### src/rtl/coolgirl_cfg_pkg.sv
// Shared constants, types and reset values for the cart configuration block.
package coolgirl_cfg_pkg;

  localparam int unsigned IDX_W  = 3;
  localparam int unsigned DATA_W = 8;

  // Register indices inside the $5000-$5FFF window (cpu_addr[2:0])
  localparam logic [IDX_W-1:0] REG_BASE_LO = 3'd0;
  localparam logic [IDX_W-1:0] REG_BASE_HI = 3'd1;
  localparam logic [IDX_W-1:0] REG_PRG_MSK = 3'd2;
  localparam logic [IDX_W-1:0] REG_CHR_MSK = 3'd3;
  localparam logic [IDX_W-1:0] REG_MAPPER  = 3'd4;
  localparam logic [IDX_W-1:0] REG_FLAGS   = 3'd5;
  localparam logic [IDX_W-1:0] REG_KEY     = 3'd6;
  localparam logic [IDX_W-1:0] REG_STATUS  = 3'd7;

  // Flash unlock key bytes
  localparam logic [DATA_W-1:0] KEY_BYTE_1  = 8'hAA;
  localparam logic [DATA_W-1:0] KEY_BYTE_2  = 8'h55;
  localparam logic [DATA_W-1:0] KEY_BYTE_3  = 8'hA5;
  localparam logic [DATA_W-1:0] KEY_CLEAR   = 8'h00;

  typedef enum logic [1:0] {
    KEY_IDLE = 2'd0,
    KEY_K1   = 2'd1,
    KEY_K2   = 2'd2
  } key_state_e;

  localparam logic [6:0] PRG_MASK_RST  = 7'b1111000;
  localparam logic       CHR_WE_RST    = 1'b1;

  // Software-visible mapping configuration
  typedef struct packed {
    logic [12:0] cpu_base;
    logic [6:0]  prg_mask;
    logic [4:0]  chr_mask;
    logic [1:0]  sram_page;
    logic        sram_enabled;
    logic        four_screen;
    logic        map_rom_on_6000;
    logic        chr_write_enabled;
    logic [5:0]  mapper_id;
    logic        locked;
  } cfg_t;

  localparam cfg_t CFG_RST = '{
    cpu_base:          13'd0,
    prg_mask:          PRG_MASK_RST,
    chr_mask:          5'd0,
    sram_page:         2'd0,
    sram_enabled:      1'b0,
    four_screen:       1'b0,
    map_rom_on_6000:   1'b0,
    chr_write_enabled: CHR_WE_RST,
    mapper_id:         6'd0,
    locked:            1'b0
  };

endpackage

### src/rtl/flash_unlock_fsm.sv
// Three-write key sequence with inter-write timeout gating flash programming.
module flash_unlock_fsm
  import coolgirl_cfg_pkg::*;
#(
  parameter int unsigned KEY_TIMEOUT  = 255,
  parameter int unsigned TIMEOUT_BITS = 8
) (
  input  logic             m2,
  input  logic             reset,
  input  logic             key_wr,
  input  logic [7:0]       key_data,
  input  logic             abort,
  output logic             prg_write_enabled,
  output key_state_e       state
);

  localparam logic [TIMEOUT_BITS-1:0] TO_MAX = TIMEOUT_BITS'(KEY_TIMEOUT);

  key_state_e              state_q, state_d;
  logic [TIMEOUT_BITS-1:0] cnt_q, cnt_d;
  logic                    pwe_q, pwe_d;

  // State, timeout counter and program-enable registers
  always_ff @(posedge m2 or posedge reset) begin
    if (reset) begin
      state_q <= KEY_IDLE;
      cnt_q   <= '0;
      pwe_q   <= 1'b0;
    end else begin
      state_q <= state_d;
      cnt_q   <= cnt_d;
      pwe_q   <= pwe_d;
    end
  end

  // Key decode; a key write always beats abort/expiry in the same cycle
  always_comb begin
    state_d = state_q;
    cnt_d   = cnt_q;
    pwe_d   = pwe_q;
    if (key_wr) begin
      cnt_d = '0;
      if (key_data == KEY_CLEAR) begin
        pwe_d   = 1'b0;
        state_d = KEY_IDLE;
      end else if (key_data == KEY_BYTE_1) begin
        state_d = KEY_K1;
      end else begin
        state_d = KEY_IDLE;
        if (state_q == KEY_K1 && key_data == KEY_BYTE_2) begin
          state_d = KEY_K2;
        end else if (state_q == KEY_K2 && key_data == KEY_BYTE_3) begin
          pwe_d = 1'b1;
        end
      end
    end else if (state_q != KEY_IDLE) begin
      if (abort || cnt_q == TO_MAX) begin
        state_d = KEY_IDLE;
      end
      if (cnt_q != TO_MAX) begin
        cnt_d = cnt_q + TIMEOUT_BITS'(1);
      end
    end
  end

  assign prg_write_enabled = pwe_q;
  assign state             = state_q;

endmodule

### src/rtl/cfg_regs_controller.sv
// CPU register window decode, mapping configuration, lock and status readback.
module cfg_regs_controller
  import coolgirl_cfg_pkg::*;
#(
  parameter logic [2:0]  REG_BASE     = 3'b101,
  parameter int unsigned KEY_TIMEOUT  = 255,
  parameter int unsigned TIMEOUT_BITS = 8
) (
  input  logic        m2,
  input  logic        reset,
  input  logic        wr_strobe,
  input  logic        rd_strobe,
  input  logic        romsel,
  input  logic [14:0] cpu_addr,
  input  logic [7:0]  cpu_data,
  output logic [7:0]  data_out,
  output logic        data_out_en,
  output logic [12:0] cpu_base,
  output logic [6:0]  prg_mask,
  output logic [4:0]  chr_mask,
  output logic [1:0]  sram_page,
  output logic        sram_enabled,
  output logic        four_screen,
  output logic        map_rom_on_6000,
  output logic        chr_write_enabled,
  output logic        prg_write_enabled,
  output logic [5:0]  mapper_id,
  output logic        locked
);

  cfg_t             cfg_q, cfg_d;
  logic [7:0]       dout_q, dout_d;
  logic             dout_en_q, dout_en_d;
  logic             hit_c, wr_hit_c, key_wr_c, abort_c, rd_stat_c;
  logic [IDX_W-1:0] idx_c;
  logic             unused_addr_c;
  key_state_e       key_state;
  logic             pwe;

  assign hit_c         = romsel && (cpu_addr[14:12] == REG_BASE);
  assign idx_c         = cpu_addr[2:0];
  assign wr_hit_c      = wr_strobe && hit_c;
  assign key_wr_c      = wr_hit_c && (idx_c == REG_KEY);
  assign abort_c       = wr_hit_c && (idx_c != REG_KEY);
  assign rd_stat_c     = rd_strobe && !wr_strobe && hit_c && (idx_c == REG_STATUS);
  assign unused_addr_c = ^cpu_addr[11:3];

  flash_unlock_fsm #(
    .KEY_TIMEOUT  (KEY_TIMEOUT),
    .TIMEOUT_BITS (TIMEOUT_BITS)
  ) u_unlock (
    .m2                (m2),
    .reset             (reset),
    .key_wr            (key_wr_c),
    .key_data          (cpu_data),
    .abort             (abort_c),
    .prg_write_enabled (pwe),
    .state             (key_state)
  );

  // Configuration and readback registers
  always_ff @(posedge m2 or posedge reset) begin
    if (reset) begin
      cfg_q     <= CFG_RST;
      dout_q    <= '0;
      dout_en_q <= 1'b0;
    end else begin
      cfg_q     <= cfg_d;
      dout_q    <= dout_d;
      dout_en_q <= dout_en_d;
    end
  end

  // Register writes (blocked once locked) and status read capture
  always_comb begin
    cfg_d     = cfg_q;
    dout_d    = '0;
    dout_en_d = 1'b0;
    if (wr_hit_c && !cfg_q.locked) begin
      case (idx_c)
        REG_BASE_LO: cfg_d.cpu_base[7:0]  = cpu_data;
        REG_BASE_HI: cfg_d.cpu_base[12:8] = cpu_data[4:0];
        REG_PRG_MSK: cfg_d.prg_mask       = cpu_data[6:0];
        REG_CHR_MSK: begin
          cfg_d.chr_mask  = cpu_data[4:0];
          cfg_d.sram_page = cpu_data[6:5];
        end
        REG_MAPPER:  cfg_d.mapper_id      = cpu_data[5:0];
        REG_FLAGS: begin
          cfg_d.sram_enabled      = cpu_data[0];
          cfg_d.four_screen       = cpu_data[1];
          cfg_d.map_rom_on_6000   = cpu_data[2];
          cfg_d.chr_write_enabled = cpu_data[3];
          cfg_d.locked            = cpu_data[7];
        end
        default: ;
      endcase
    end
    if (rd_stat_c) begin
      dout_d    = {cfg_q.locked, pwe, 2'(key_state), cfg_q.mapper_id[3:0]};
      dout_en_d = 1'b1;
    end
  end

  assign data_out          = dout_q;
  assign data_out_en       = dout_en_q;
  assign cpu_base          = cfg_q.cpu_base;
  assign prg_mask          = cfg_q.prg_mask;
  assign chr_mask          = cfg_q.chr_mask;
  assign sram_page         = cfg_q.sram_page;
  assign sram_enabled      = cfg_q.sram_enabled;
  assign four_screen       = cfg_q.four_screen;
  assign map_rom_on_6000   = cfg_q.map_rom_on_6000;
  assign chr_write_enabled = cfg_q.chr_write_enabled;
  assign mapper_id         = cfg_q.mapper_id;
  assign locked            = cfg_q.locked;
  assign prg_write_enabled = pwe;

endmodule
### config.mk
export PLATFORM = sky130hd
export DESIGN_NAME = cfg_regs_controller
export DESIGN_NICKNAME = d
export VERILOG_FILES = /design/src/rtl/coolgirl_cfg_pkg.sv /design/src/rtl/flash_unlock_fsm.sv /design/src/rtl/cfg_regs_controller.sv
export SDC_FILE = /design/constraint.sdc
export NUM_CORES = 1
export LEC_CHECK = 0
export ABC_AREA = 1
export CAP_MARGIN = 20
export CELL_PAD_IN_SITES_DETAIL_PLACEMENT = 1
export CELL_PAD_IN_SITES_GLOBAL_PLACEMENT = 1
export CORE_ASPECT_RATIO = 0.6
export CORE_MARGIN = 2
export CORE_UTILIZATION = 31
export DETAILED_ROUTE_END_ITERATION = 7
export HOLD_SLACK_MARGIN = 0.08
export PLACE_DENSITY_LB_ADDON = 0.1
export SLEW_MARGIN = 5
export SYNTH_ARGS = -nofsm -noshare
export SYNTH_HDL_FRONTEND = slang
export SYNTH_SLANG_ARGS = --single-unit
### constraint.sdc
create_clock -name m2 -period 1.7 [get_ports m2]
set_clock_uncertainty 0.05 [all_clocks]
set_input_delay 0.255 -clock m2 [delete_from_list [all_inputs] [get_ports m2]]
set_output_delay 0.255 -clock m2 [all_outputs]
set_load 0.03 [all_outputs]
==> impl_metrics.env <==
export IMPL_drv_slew=0
export IMPL_drive_gt1_frac=0.159
export IMPL_synth_top_area_share=0.510
export IMPL_worstMarginPinSlew_ps=360
export IMPL_synth_enable_flop_cells=0
export IMPL_clock_sinks=58
export IMPL_ys_seq_area_frac=0.561
export IMPL_clockBufferDepth=2
export IMPL_async_flop_share=1.00
export IMPL_drtIter0Drc=108
export IMPL_cts_buffers_inserted=9
export IMPL_setup_viol=0
export IMPL_vias_per_cell=4.56
export IMPL_layout_common_cells="104 x nand2_1, 53 x dfrtp_1, 44 x clkdlybuf4s50_1"
export IMPL_synth_net_count=338
export IMPL_numPortBuffers=66
export IMPL_yosys_top_cells_area="dfrtp_1 51%, nand2_1 15%, nand3_1 6.2%"
export IMPL_synthFlopType="dfrtp_1"
export IMPL_post_cts_buffers=0
export IMPL_io_pins=76
export IMPL_synth_cells=309
export IMPL_max_freq_ghz=0.604
export IMPL_antenna_cells=0
export IMPL_routedWlPerCell_um=14.1
export IMPL_cp_num_buf_inv=1
export IMPL_fill_cells=965
export IMPL_p_leak_nw=2.19
export IMPL_rsz0062_at_grt="no"
export IMPL_hold_viol_final=0
export IMPL_slowest_stage="clkdlybuf4s50_1"
export IMPL_avgSynthCellArea_um2=8.41
export IMPL_crit_family="buffers and inverters"
export IMPL_htree_num_levels=3
export IMPL_grt_first_pass_wirelength_um=12200
export IMPL_syn_cell_area_um2=2600
export IMPL_grt_max_degree=59
export IMPL_cts_resized=8
export IMPL_max_stage_delay_ps=670
export IMPL_multi_input_area_um2=992
export IMPL_grt_pass1_vias=2438
export IMPL_min_delay_path_class="input pin to async pin"
export IMPL_synth_seq_cells=58
export IMPL_synth_area_leader_cell="dfrtp_1"
export IMPL_ys_warn_count=0
export IMPL_coreArea_um2=8010
export IMPL_critPathMaxFanout=2
export IMPL_cp_cell_sequence="clkdlybuf4s50_1"
export IMPL_fp_dieW_um=122
export IMPL_fin_crit_ps=1660
export IMPL_final_common_cell="nand2_1"
export IMPL_clock_latency_ps=330
export IMPL_num_vias=2383
export IMPL_gr_total_overflow=0
export IMPL_drc_errors=0
export IMPL_critPathLaunchType="register"
export IMPL_status="completed"
export IMPL_required_ps=1390
export IMPL_layout_nets=439
export IMPL_netlist_cell_type_count=24
export IMPL_placed_cell_area_um2=3630
export IMPL_gp_congestion=0.818
export IMPL_r2r_start="u_unlock.cnt_q[0]"
export IMPL_final_antenna_net_count=0
export IMPL_stdcell_area_um2=3950
export IMPL_area_growth_pct=51.8
export IMPL_cts_tree="yes"
export IMPL_cp_end_kind="primary output"
export IMPL_maxCapViolCount=0
export IMPL_ir_worst_vdd_uv=401
export IMPL_grtUsageTotal=0.178
export IMPL_crit_start="cpu_base[2]"
export IMPL_antenna_found_initial=0
export IMPL_arrival_ps=1350
export IMPL_drtPass1Iterations=4
export IMPL_cts_hold_buf=0
export IMPL_ff_latch_area_um2=1460
export IMPL_cts_root_buf="clkbuf_16"
export IMPL_die_area_um2=9160
export IMPL_p_total_mw=3.70
export IMPL_clk_pin_slew_ps=50
export IMPL_rows=25
export IMPL_initial_core_util=0.325
export IMPL_totalWireLength_um=7370
export IMPL_criticalPathCategory="register to primary output"
export IMPL_fp_dieH_um=74.9
export IMPL_pwr_density_cell_nw_per_um2=938
export IMPL_fin_crit_sh=0.974
export IMPL_slew_headroom=0.760
export IMPL_hpwl_um=5540
where the power goes:
group | internal [mW] | total [mW] | leakage [nW] | switching, mW
Clock | 1.14 | 1.74 | 0.149 | 0.603
Sequential | 1.45 | 1.53 | 0.777 | 0.0793
Combinational | 0.185 | 0.430 | 1.27 | 0.245
Total | 2.77 | 3.70 | 2.19 | 0.927
cell usage after synthesis (2+ instances only):
master	number
buf_2	2
buf_6	2
dfrtp_1	53
dfstp_2	5
inv_1	30
nand2_1	104
nand2_2	4
nand3_1	32
nand3_2	3
nand4_1	7
nor2_1	36
nor2_2	2
nor2_4	2
nor3_1	2
o21ai_0	2
o21ai_1	14
or2_2	2
registers in the layout, indices dropped and copies added (netlist names), 2 cells and up:
signal          cells
cpu_base           13
data_out            8
u_unlock.cnt_q      8
prg_mask            7
mapper_id           6
chr_mask            5
sram_page           2
u_unlock.state      2
routing by layer:
metal | GRT usage | vias up | part of all wire
li1 | - | 1176 | -
met4 | 0.0613 | 0 | 0.012
met1 | 0.243 | 1146 | 0.49
met2 | 0.270 | 51 | 0.43
met3 | 0.0591 | 10 | 0.065
met5 | 0 | - | 0
worst register-to-register path, stage by stage (launching register included):
cell and delay [ps]:
dfrtp_1 420, ha_1 230, nand2_1 80, nor2_1 80
a21oi_2 220, buf_4 200, nand2_1 60, nand2_1 60
nor2_1 40
worst paths after layout:
kind	to	slack, ps	cells past startpoint
setup / recovery	cpu_base[2]	40	1
hold / removal	cpu_base[9]	320	3
setup reg to reg	u_unlock.cnt_q[0]	150	8
hold reg to reg	chr_write_enabled	410	2
max in group asynchronous	prg_mask[3]	980	3
min in group m2	chr_write_enabled	410	2
cell families (layout without fill, tap and decap cells):
logic type                 Yosys count  after routing  share of synthesized area
AOI/OAI and AO/OA                   18             18                     0.0361
buffers and inverters               35            141                     0.0573
adders and majority gates            1              1                    0.00481
and+or+nand+nor                    197            197                      0.341
DFF                                 58             58                      0.561
cell type report:
class | instances | share of cell area
Sequential cell | 58 | 0.369
Timing Repair Buffer | 94 | 0.240
Clock inverter | 2 | 0.00254
Tap cell | 108 | 0.0343
Inverter | 31 | 0.0304
Clock buffer | 14 | 0.0720
Multi-Input combinational cell | 216 | 0.252
metrics by stage:
step / std cells / TNS, ps / setup WS (ps) / hold slack [ps] / util
after floorplan: 309 / 0 / 241 / 296 / -
after global placement: 507 / -608 / -68.9 / 402 / 0.453
after detailed placement: 507 / -1110 / -111 / 408 / 0.453
after CTS: 523 / 0 / 2.71 / 332 / 0.488
after global routing: 523 / 0 / 0.269 / 345 / 0.493
final: 523 / 0 / 44.9 / 320 / 0.493
Power figures use the tool's default switching activity.
